--- config.mk ---
export PLATFORM = sky130hd
export DESIGN_NAME = seq_control_unit
export DESIGN_NICKNAME = d
export VERILOG_FILES = /design/src/rtl/ctrl_pkg.sv /design/src/rtl/ctrl_decode.sv /design/src/rtl/seq_control_unit.sv
export SDC_FILE = /design/constraint.sdc
export NUM_CORES = 1
export LEC_CHECK = 0
export ABC_AREA = 1
export CORE_MARGIN = 3
export CORE_UTILIZATION = 62
export CTS_CLUSTER_SIZE = 10
export DETAILED_ROUTE_END_ITERATION = 7
export DONT_BUFFER_PORTS = 1
export GPL_ROUTABILITY_DRIVEN = 0
export PLACE_DENSITY = 0.78
export SYNTH_ARGS = -nofsm -noshare
export SYNTH_HDL_FRONTEND = slang
export SYNTH_SLANG_ARGS = --single-unit
--- constraint.sdc ---
create_clock -name clk -period 1.9 [get_ports clk]
set_clock_uncertainty 0.2 [all_clocks]
set_input_delay 0.095 -clock clk [delete_from_list [all_inputs] [get_ports clk]]
set_output_delay 0.095 -clock clk [all_outputs]
set_load 0.03 [all_outputs]
--- src/rtl/ctrl_pkg.sv ---
// Shared definitions for the sequenced control unit: opcode and ALU encodings,
// FSM state type and the registered control word.
package ctrl_pkg;

  localparam logic [2:0] OP_ADD     = 3'b000;
  localparam logic [2:0] OP_SLL     = 3'b001;
  localparam logic [2:0] OP_NOP     = 3'b010;
  localparam logic [2:0] OP_JUMP    = 3'b011;
  localparam logic [2:0] OP_SUB     = 3'b100;
  localparam logic [2:0] OP_SRL     = 3'b101;
  localparam logic [2:0] OP_BEQ     = 3'b110;
  localparam logic [2:0] OP_ILLEGAL = 3'b111;

  localparam logic [1:0] ALU_ADD = 2'b00;
  localparam logic [1:0] ALU_SLL = 2'b01;
  localparam logic [1:0] ALU_SUB = 2'b10;
  localparam logic [1:0] ALU_SRL = 2'b11;

  // Flush countdown width; holds FLUSH_CYCLES in 0..15.
  localparam int FLUSH_CNT_W = 4;

  typedef enum logic [1:0] {
    RUN        = 2'd0,
    BR_RESOLVE = 2'd1,
    FLUSH      = 2'd2
  } state_t;

  typedef struct packed {
    logic       pc_source;
    logic [1:0] alu_ctrl;
    logic       alu_source;
    logic       reg_write;
  } ctrl_word_t;

  function automatic ctrl_word_t make_ctrl(input logic       pc,
                                           input logic [1:0] alu,
                                           input logic       src,
                                           input logic       wr);
    ctrl_word_t c;
    c.pc_source  = pc;
    c.alu_ctrl   = alu;
    c.alu_source = src;
    c.reg_write  = wr;
    return c;
  endfunction

  localparam ctrl_word_t CTRL_NOP   = '0;
  // Taken branch: redirect the PC, nothing else active.
  localparam ctrl_word_t CTRL_TAKEN = make_ctrl(1'b1, ALU_ADD, 1'b0, 1'b0);

endpackage

--- src/rtl/ctrl_decode.sv ---
// Combinational opcode decoder: produces the datapath control word plus
// classification flags used by the sequencing FSM.
module ctrl_decode
  import ctrl_pkg::*;
#(
  parameter int LEGACY = 0
) (
  input  logic [2:0] opcode,
  output ctrl_word_t ctrl,
  output logic       is_jump,
  output logic       is_beq,
  output logic       is_illegal
);

  logic       legacy_mode;
  logic [2:0] op_eff;

  // Legacy parts only have the 2-bit opcode space, so bit 2 is masked off.
  assign legacy_mode = (LEGACY != 0);
  assign op_eff      = {opcode[2] & ~legacy_mode, opcode[1:0]};

  // Opcode to control word lookup; unlisted encodings fall through to NOP.
  always_comb begin
    ctrl       = CTRL_NOP;
    is_jump    = 1'b0;
    is_beq     = 1'b0;
    is_illegal = 1'b0;
    case (op_eff)
      OP_ADD:  ctrl = make_ctrl(1'b0, ALU_ADD, 1'b0, 1'b1);
      OP_SLL:  ctrl = make_ctrl(1'b0, ALU_SLL, 1'b1, 1'b1);
      OP_SUB:  ctrl = make_ctrl(1'b0, ALU_SUB, 1'b0, 1'b1);
      OP_SRL:  ctrl = make_ctrl(1'b0, ALU_SRL, 1'b1, 1'b1);
      OP_NOP:  ctrl = CTRL_NOP;
      OP_JUMP: begin
        ctrl    = make_ctrl(1'b1, ALU_ADD, 1'b1, 1'b0);
        is_jump = 1'b1;
      end
      OP_BEQ: begin
        ctrl   = make_ctrl(1'b0, ALU_SUB, 1'b0, 1'b0);
        is_beq = 1'b1;
      end
      OP_ILLEGAL: is_illegal = 1'b1;
      default:    ctrl = CTRL_NOP;
    endcase
  end

endmodule

--- src/rtl/seq_control_unit.sv ---
// Registered control unit between fetch and the ALU/regfile/PC mux.
// Accepts opcodes over a valid/ready handshake, presents decoded controls one
// cycle later, resolves BEQ from alu_zero and inserts flush bubbles after
// taken control transfers.
module seq_control_unit
  import ctrl_pkg::*;
#(
  parameter int FLUSH_CYCLES = 1,
  parameter int CNT_W        = 16,
  parameter int LEGACY       = 0
) (
  input  logic             clk,
  input  logic             rst_n,
  input  logic             instr_valid,
  input  logic [2:0]       opcode,
  output logic             instr_ready,
  input  logic             stall,
  input  logic             alu_zero,
  output logic             pc_source,
  output logic [1:0]       alu_ctrl,
  output logic             alu_source,
  output logic             reg_write,
  output logic             flush,
  output logic             illegal,
  output logic [CNT_W-1:0] retired_count
);

  localparam logic [FLUSH_CNT_W-1:0] FLUSH_LOAD = FLUSH_CNT_W'(FLUSH_CYCLES);

  state_t                 state;
  logic [FLUSH_CNT_W-1:0] flush_cnt;
  ctrl_word_t             ctrl_p1;
  logic                   flush_p1;
  logic                   illegal_p1;

  ctrl_word_t dec_ctrl;
  logic       dec_jump;
  logic       dec_beq;
  logic       dec_illegal;
  logic       accept;

  // Stall only matters while fetching; resolution and flush run regardless.
  assign instr_ready = (state == RUN) && !stall;
  assign accept      = instr_valid && instr_ready;

  ctrl_decode #(
    .LEGACY(LEGACY)
  ) u_decode (
    .opcode    (opcode),
    .ctrl      (dec_ctrl),
    .is_jump   (dec_jump),
    .is_beq    (dec_beq),
    .is_illegal(dec_illegal)
  );

  // Sequencing FSM with registered control outputs and flush countdown.
  always_ff @(posedge clk or negedge rst_n) begin
    if (!rst_n) begin
      state      <= RUN;
      flush_cnt  <= '0;
      ctrl_p1    <= CTRL_NOP;
      flush_p1   <= 1'b0;
      illegal_p1 <= 1'b0;
    end else begin
      ctrl_p1    <= CTRL_NOP;
      flush_p1   <= 1'b0;
      illegal_p1 <= 1'b0;
      case (state)
        RUN: begin
          if (accept) begin
            ctrl_p1    <= dec_ctrl;
            flush_p1   <= dec_jump;
            illegal_p1 <= dec_illegal;
            if (dec_jump && (FLUSH_LOAD != '0)) begin
              state     <= FLUSH;
              flush_cnt <= FLUSH_LOAD;
            end else if (dec_beq) begin
              state <= BR_RESOLVE;
            end
          end
        end
        BR_RESOLVE: begin
          // BEQ controls are on the outputs this cycle; alu_zero decides at its end.
          if (alu_zero) begin
            ctrl_p1  <= CTRL_TAKEN;
            flush_p1 <= 1'b1;
            if (FLUSH_LOAD != '0) begin
              state     <= FLUSH;
              flush_cnt <= FLUSH_LOAD;
            end else begin
              state <= RUN;
            end
          end else begin
            state <= RUN;
          end
        end
        FLUSH: begin
          // Each remaining count adds one more contiguous flush-high cycle.
          if (flush_cnt == '0) begin
            state <= RUN;
          end else begin
            flush_cnt <= flush_cnt - 1'b1;
            flush_p1  <= 1'b1;
          end
        end
        default: state <= RUN;
      endcase
    end
  end

  // Retired-instruction counter: accepted legal opcodes, wrapping modulo 2^CNT_W.
  always_ff @(posedge clk or negedge rst_n) begin
    if (!rst_n) begin
      retired_count <= '0;
    end else if (accept && !dec_illegal) begin
      retired_count <= retired_count + CNT_W'(1);
    end
  end

  assign pc_source  = ctrl_p1.pc_source;
  assign alu_ctrl   = ctrl_p1.alu_ctrl;
  assign alu_source = ctrl_p1.alu_source;
  assign reg_write  = ctrl_p1.reg_write;
  assign flush      = flush_p1;
  assign illegal    = illegal_p1;

endmodule

## Yosys cells after proc, flatten, opt, wreduce, memory -nomap -nowiden

Index checks and enable logic that the tools add are counted.

| operators by class | value |
|---|---|
| add/subtract/negate cells | 2 |
| $mul | 0 |
| div/mod/pow operators | 0 |
| magnitude comparators | 0 |
| equal/unequal tests | 14 |
| shift-type cells | 0 |
| multiplexer cells | 24 |
| bitwise logic cells | 0 |
| reduce and logical (&&, ||, !) cells | 11 |

Operators with widths:

| operator | count |
|---|---|
| one-hot mux 5 bit (6 select lines) | 1 |
| adder 16 x 1 -> 16 bit (second input constant) | 1 |
| 2-to-1 mux 4 bit | 4 |
| == test 3 bit (second input constant) | 4 |
| one-hot mux 4 bit (3 select lines) | 1 |
| 2-to-1 mux 2 bit | 5 |
| 2-to-1 mux 5 bit | 2 |
| inequality test 2 bit (second input constant) | 5 |
| one-hot mux 5 bit (2 select lines) | 1 |
| 2-to-1 mux 1 bit | 8 |
| one-hot mux 2 bit (3 select lines) | 1 |
| AND reduction 5 bit | 1 |
| logical NOT 4 bit | 1 |
| subtractor 4 x 1 -> 4 bit (second input constant) | 1 |
| == test 3 x 1 -> 1 bit (second input constant) | 1 |
| == test 3 x 2 -> 1 bit (second input constant) | 1 |
| logical AND 1 bit | 3 |
| logical NOT 3 bit | 1 |
| inequality test 3 bit (second input constant) | 1 |
| one-hot mux 1 bit (3 select lines) | 1 |
| AND reduction 3 bit | 1 |
| nonzero test 3 bit | 1 |
| == test 2 x 1 -> 1 bit (second input constant) | 1 |
| == test 2 bit (second input constant) | 1 |
| other kinds (2) | 3 |

| storage, ports and cells | value |
|---|---|
| register bits | 29 |
| latch bits | 0 |
| RAM bits | 0 |
| memory bits (read-only) | 0 |
| input port bits | 8 |
| output and inout port bits | 24 |
| word-level logic and storage cells | 60 |
| memories kept | 0 |

## Longest topological paths before layout

| logic depth | value |
|---|---|
| word-level depth | 6 |
| mapped depth | 8 |
| mapped depth without buffers | 8 |

## Hierarchy

A second synthesis with hierarchy kept.

| second synthesis, totals | value |
|---|---|
| cell total of the unflattened synthesis | 193 |
| area total of the unflattened synthesis | 1514.0 um^2 |

Modules (own cells, without submodules):

| module | times used | cells an instance | area each (um^2) | seq. area each (um^2) |
|---|---|---|---|---|
| seq_control_unit | 1 | 181 | 1463.9 | 725.7 |
| ctrl_decode | 1 | 12 | 50.0 | 0.0 |

## Worst setup path after synthesis

No wires, ideal clock.

| timing path | value |
|---|---|
| kind | register to register |
| start | register retired_count[0] |
| end | register retired_count[14] |
| setup time | 118 ps |
| arrival time | 1444 ps |
| data required time | 1582 ps |
| path slack | 138 ps |
| stages on the path, launching flop included | 9 |
| path buffers | 0 |
| period minus slack after synthesis | 1762 ps |
| cell sequence | dfrtp_1 ha_1 nand2_1 nor2_1 nand2_1 nor2_2 nand3_2 nand2_1 nand2_1 |

| between the ends | value |
|---|---|
| longest elaborated chain between the ends | 1 |

Ends and longest elaborated chain:

| what | line | RTL |
|---|---|---|
| from (decl) | seq_control_unit.sv:25 | `output logic [CNT_W-1:0] retired_count` |
| from (signal assigned) | seq_control_unit.sv:116 | `retired_count <= retired_count + CNT_W'(1);` |
| adder 16 x 1 -> 16 bit | seq_control_unit.sv:116 |  |

Every way passes these cells.
A chain may end at the register's enable or synchronous reset.

## Final worst setup path

| timing path | value |
|---|---|
| start | register state[1] |
| end | register ctrl_p1, in the netlist alu_ctrl[0] |

| between the ends | value |
|---|---|
| longest elaborated chain between the ends | 5 |
| elaborated cells on any way between the ends | 6 |
| those cells by class | eq/ne (1); mux (2); reduce/logical (3) |

Ends and longest elaborated chain:

| what | line | RTL |
|---|---|---|
| from (decl) | seq_control_unit.sv:30 | `state_t state;` |
| from (signal assigned) | seq_control_unit.sv:59 | `state <= RUN;` |
| from (signal assigned) | seq_control_unit.sv:75 | `state <= FLUSH;` |
| from (signal assigned) | seq_control_unit.sv:78 | `state <= BR_RESOLVE;` |
| logical NOT 2 bit | seq_control_unit.sv:43, seq_control_unit.sv:68 |  |
| logical AND 1 bit | seq_control_unit.sv:43 | `assign instr_ready = (state == RUN) && !stall;` |
| logical AND 1 bit | seq_control_unit.sv:44 | `assign accept = instr_valid && instr_ready;` |
| 2-to-1 mux 5 bit | seq_control_unit.sv:70 | `if (accept) begin` |
| one-hot mux 5 bit (2 select lines) (*) | seq_control_unit.sv:68 | `case (state)` |
| to (signal assigned) | seq_control_unit.sv:71 | `ctrl_p1 <= dec_ctrl;` |
| to (decl) | seq_control_unit.sv:32 | `ctrl_word_t ctrl_p1;` |

Every way passes the cells marked *; elsewhere a longest branch is shown, timed or not.

==> results.yml <==
clock_tree:
  cts.sinks: 29
  cts.root.buffer_cell: "clkbuf_4"
  clk_pin_slew_ns: 0.10
  h-tree-depth: 2
  max-clock-path-buffers: 2
  cts_tree: "done"
  numCtsBuffers: 5
  clock_latency_ns: 0.34
global_routing:
  grt_pass1_wl_um: 5760
  use_met1: 0.244
  overflow: 0
  grt_max_degree: 28
  grtUsageMet3: 0.0828
  grt_pass1_vias: 1319
  grt.met2_usage: 0.413
  antenna_found_initial: 0
  grtUsageTotal: 0.237
  grt-busiest-layer: "met2"
timing:
  fin_ws_ns: 0.0995
  final_max_slew_viol_count: 0
  setup_viol: 0
  hold-worst-slack_ns: 0.0665
  hold_viol: 0
  worstMarginPinSlew_ns: 0.549
  fin_setup_tns_ns: 0
  fmax_mhz: 555
  layout_min_cycle_time_ns: 1.80
  relSlewSlack: 0.632
  rsz0062_at_grt: "no"
  period_share: 0.948
cells_and_area:
  syn2layout_area_growth_pct: 19.2
  fill_cells: 147
  layout-drive-gt1-share: 0.185
  fin_cells: 250
  final_core_util: 0.818
  fin_nets: 232
  seq_area_sq_um: 727
  final_area_sq_um: 1900
  diodes: 0
  multi_input_area_sq_um: 738
yosys:
  synth_cell_types: 27
  yosysWarnings: 0
  ys_seq_elements: 29
  synth_top_area_share: 0.456
  synth_flop_cell: "dfrtp_1"
  yosys-top-cells-area: "dfrtp_1, nand2_1, inv_1"
  synth-edff-count: 0
  async_flop_share: 1.00
  syn_area_sq_um: 1590
  synthMostInstantiatedCell: "nand2_1"
  synth_fp_nets: 204
  ys_seq_area_frac: 0.456
  synth_common_cells: "nand2_1, dfrtp_1, inv_1, nor2_1, nand4_1"
  synthCells: 193
  yosys.area.top_type: "dfrtp_1"
  avgSynthCellArea_sq_um: 8.24
critical_path:
  r2r_cells: 6
  critPathSlowestCell: "dlygate4sd3_1"
  cp_slowest_stage_delay_ns: 0.57
  path_class: "register to register"
  required_ns: 1.97
  cp.arrival_ns: 1.87
  start_kind: "register"
  worst_setup_path_end_kind: "register"
  crit_chain: "nor2_4 > nand3_4 > inv_2 > nand2_1 > dlygate4sd3_1 > nor2_1"
  path_max_fanout: 6
pwr:
  p_total_mw: 2.27
  p_per_area_nw_per_um2: 1200
  p_leak_nw: 0.992
  max-vdd-ir-drop_mv: 1.17
floorplan:
  start_util: 0.686
  die-area_sq_um: 3210
  core_sq_um: 2320
  io-pin-count: 32
  die_w_um: 56.6
  fp.dieH_um: 56.6
  core.rowCount: 17
place:
  port_buffers: 0
  dpl.cell_count: 227
  placed_area_sq_um: 1650
  place_hpwl_um: 2210
  preCtsSetupSlack_ns: 0.177
flow_run:
  max_cap_viol_count: 0
route:
  routed_via_density: 5.44
  first_iter_violations: 57
  num_vias: 1360
  drt_pass1_iterations: 5
  wire_per_inst_um: 13.9
  wirelength_um: 3480
  drc_errors: 0
  ant_nets: 0
hold_path:
  hold_depth: 5
  hold_class: "input pin to register"
outcome:
  outcome: "finished clean"
## cell type report
type                    count  area share
inverters                  26      0.0515
flip-flops and latches     29       0.383
repair buffers             23       0.120
clock buffers               7      0.0343
multi-input cells         136       0.389
clock inverters             1     0.00264
well taps                  28      0.0185
## power breakdown
part | internal, mW | total (mW) | switching [mW]
registers | 0.754 | 0.913 | 0.159
logic | 0.326 | 0.911 | 0.586
clock network | 0.214 | 0.444 | 0.230
total | 1.29 | 2.27 | 0.975
## layout by cell type (no fill, tap or decap)
cell type	n
dfrtp_2	1
nand2_4	2
clkbuf_8	2
dlygate4sd3_1	12
a21oi_2	1
clkinv_2	1
dfrtp_1	28
xnor2_1	4
and2_1	1
nand2_2	2
o21ai_0	2
nor2_1	22
inv_1	24
buf_12	2
xor2_1	1
nand4_1	7
ha_1	3
nand3_4	1
clkbuf_4	5
nor2_8	1
inv_2	2
nor2_4	1
nand3_2	3
nand3_1	5
nor3_1	3
nand3b_1	2
buf_4	9
o21ai_1	4
xor2_2	1
nand2_1	63
xnor2_2	2
nor2_2	5
## timing repair
action | in CTS | in global routing
setup endpoints to repair | 0 | 3
buffers inserted | 0 | 1
hold endpoints to repair | 58 | 0
resized for setup | 0 | 2
hold buffers | 14 | 0
## cell families (layout without fill, tap and decap cells)
| group | count (synthesis) | in the layout | share of synthesized area |
|---|---|---|---|
| fa+ha+maj | 3 | 3 | 0.0236 |
| flops | 29 | 29 | 0.456 |
| compound gates | 7 | 7 | 0.0244 |
| simple gates | 118 | 118 | 0.356 |
| xor+xnor | 8 | 8 | 0.0582 |
| buf+inv | 28 | 57 | 0.0810 |
## worst paths after layout
check	start	endpoint	slack (ns)
worst max register to register	state[1]	alu_ctrl[0]	0.1
worst min-delay path	opcode[2]	retired_count[7]	0.07
max in group asynchronous	rst_n	state[0]	0.70
min in group asynchronous	rst_n	flush_cnt[1]	0.49
worst max-delay path	state[1]	alu_ctrl[0]	0.1
worst min register to register	retired_count[5]	retired_count[5]	0.34
## state kept, by name, summed over array words and instances, names as in the netlist
name,cells
state,2
flush_cnt,4
pc_source,1
alu_ctrl,2
retired_count,16
alu_source,1
illegal,1
flush,1
reg_write,1
## layer usage
metal,share of wire,wire (um),up-vias
li1,-,-,650
met1,0.38,1330,653
met2,0.53,1850,45
met3,0.053,184,12
met4,0.034,119,0
met5,0,0,-
## worst max-delay path: cells and delay by family, from the launching register on
kind                   cells  cell delay, ns
buffers and inverters      2            0.67
DFF                        1            0.43
and+or+nand+nor            4            0.45
Note: power is estimated with default switching activity, not from simulation.
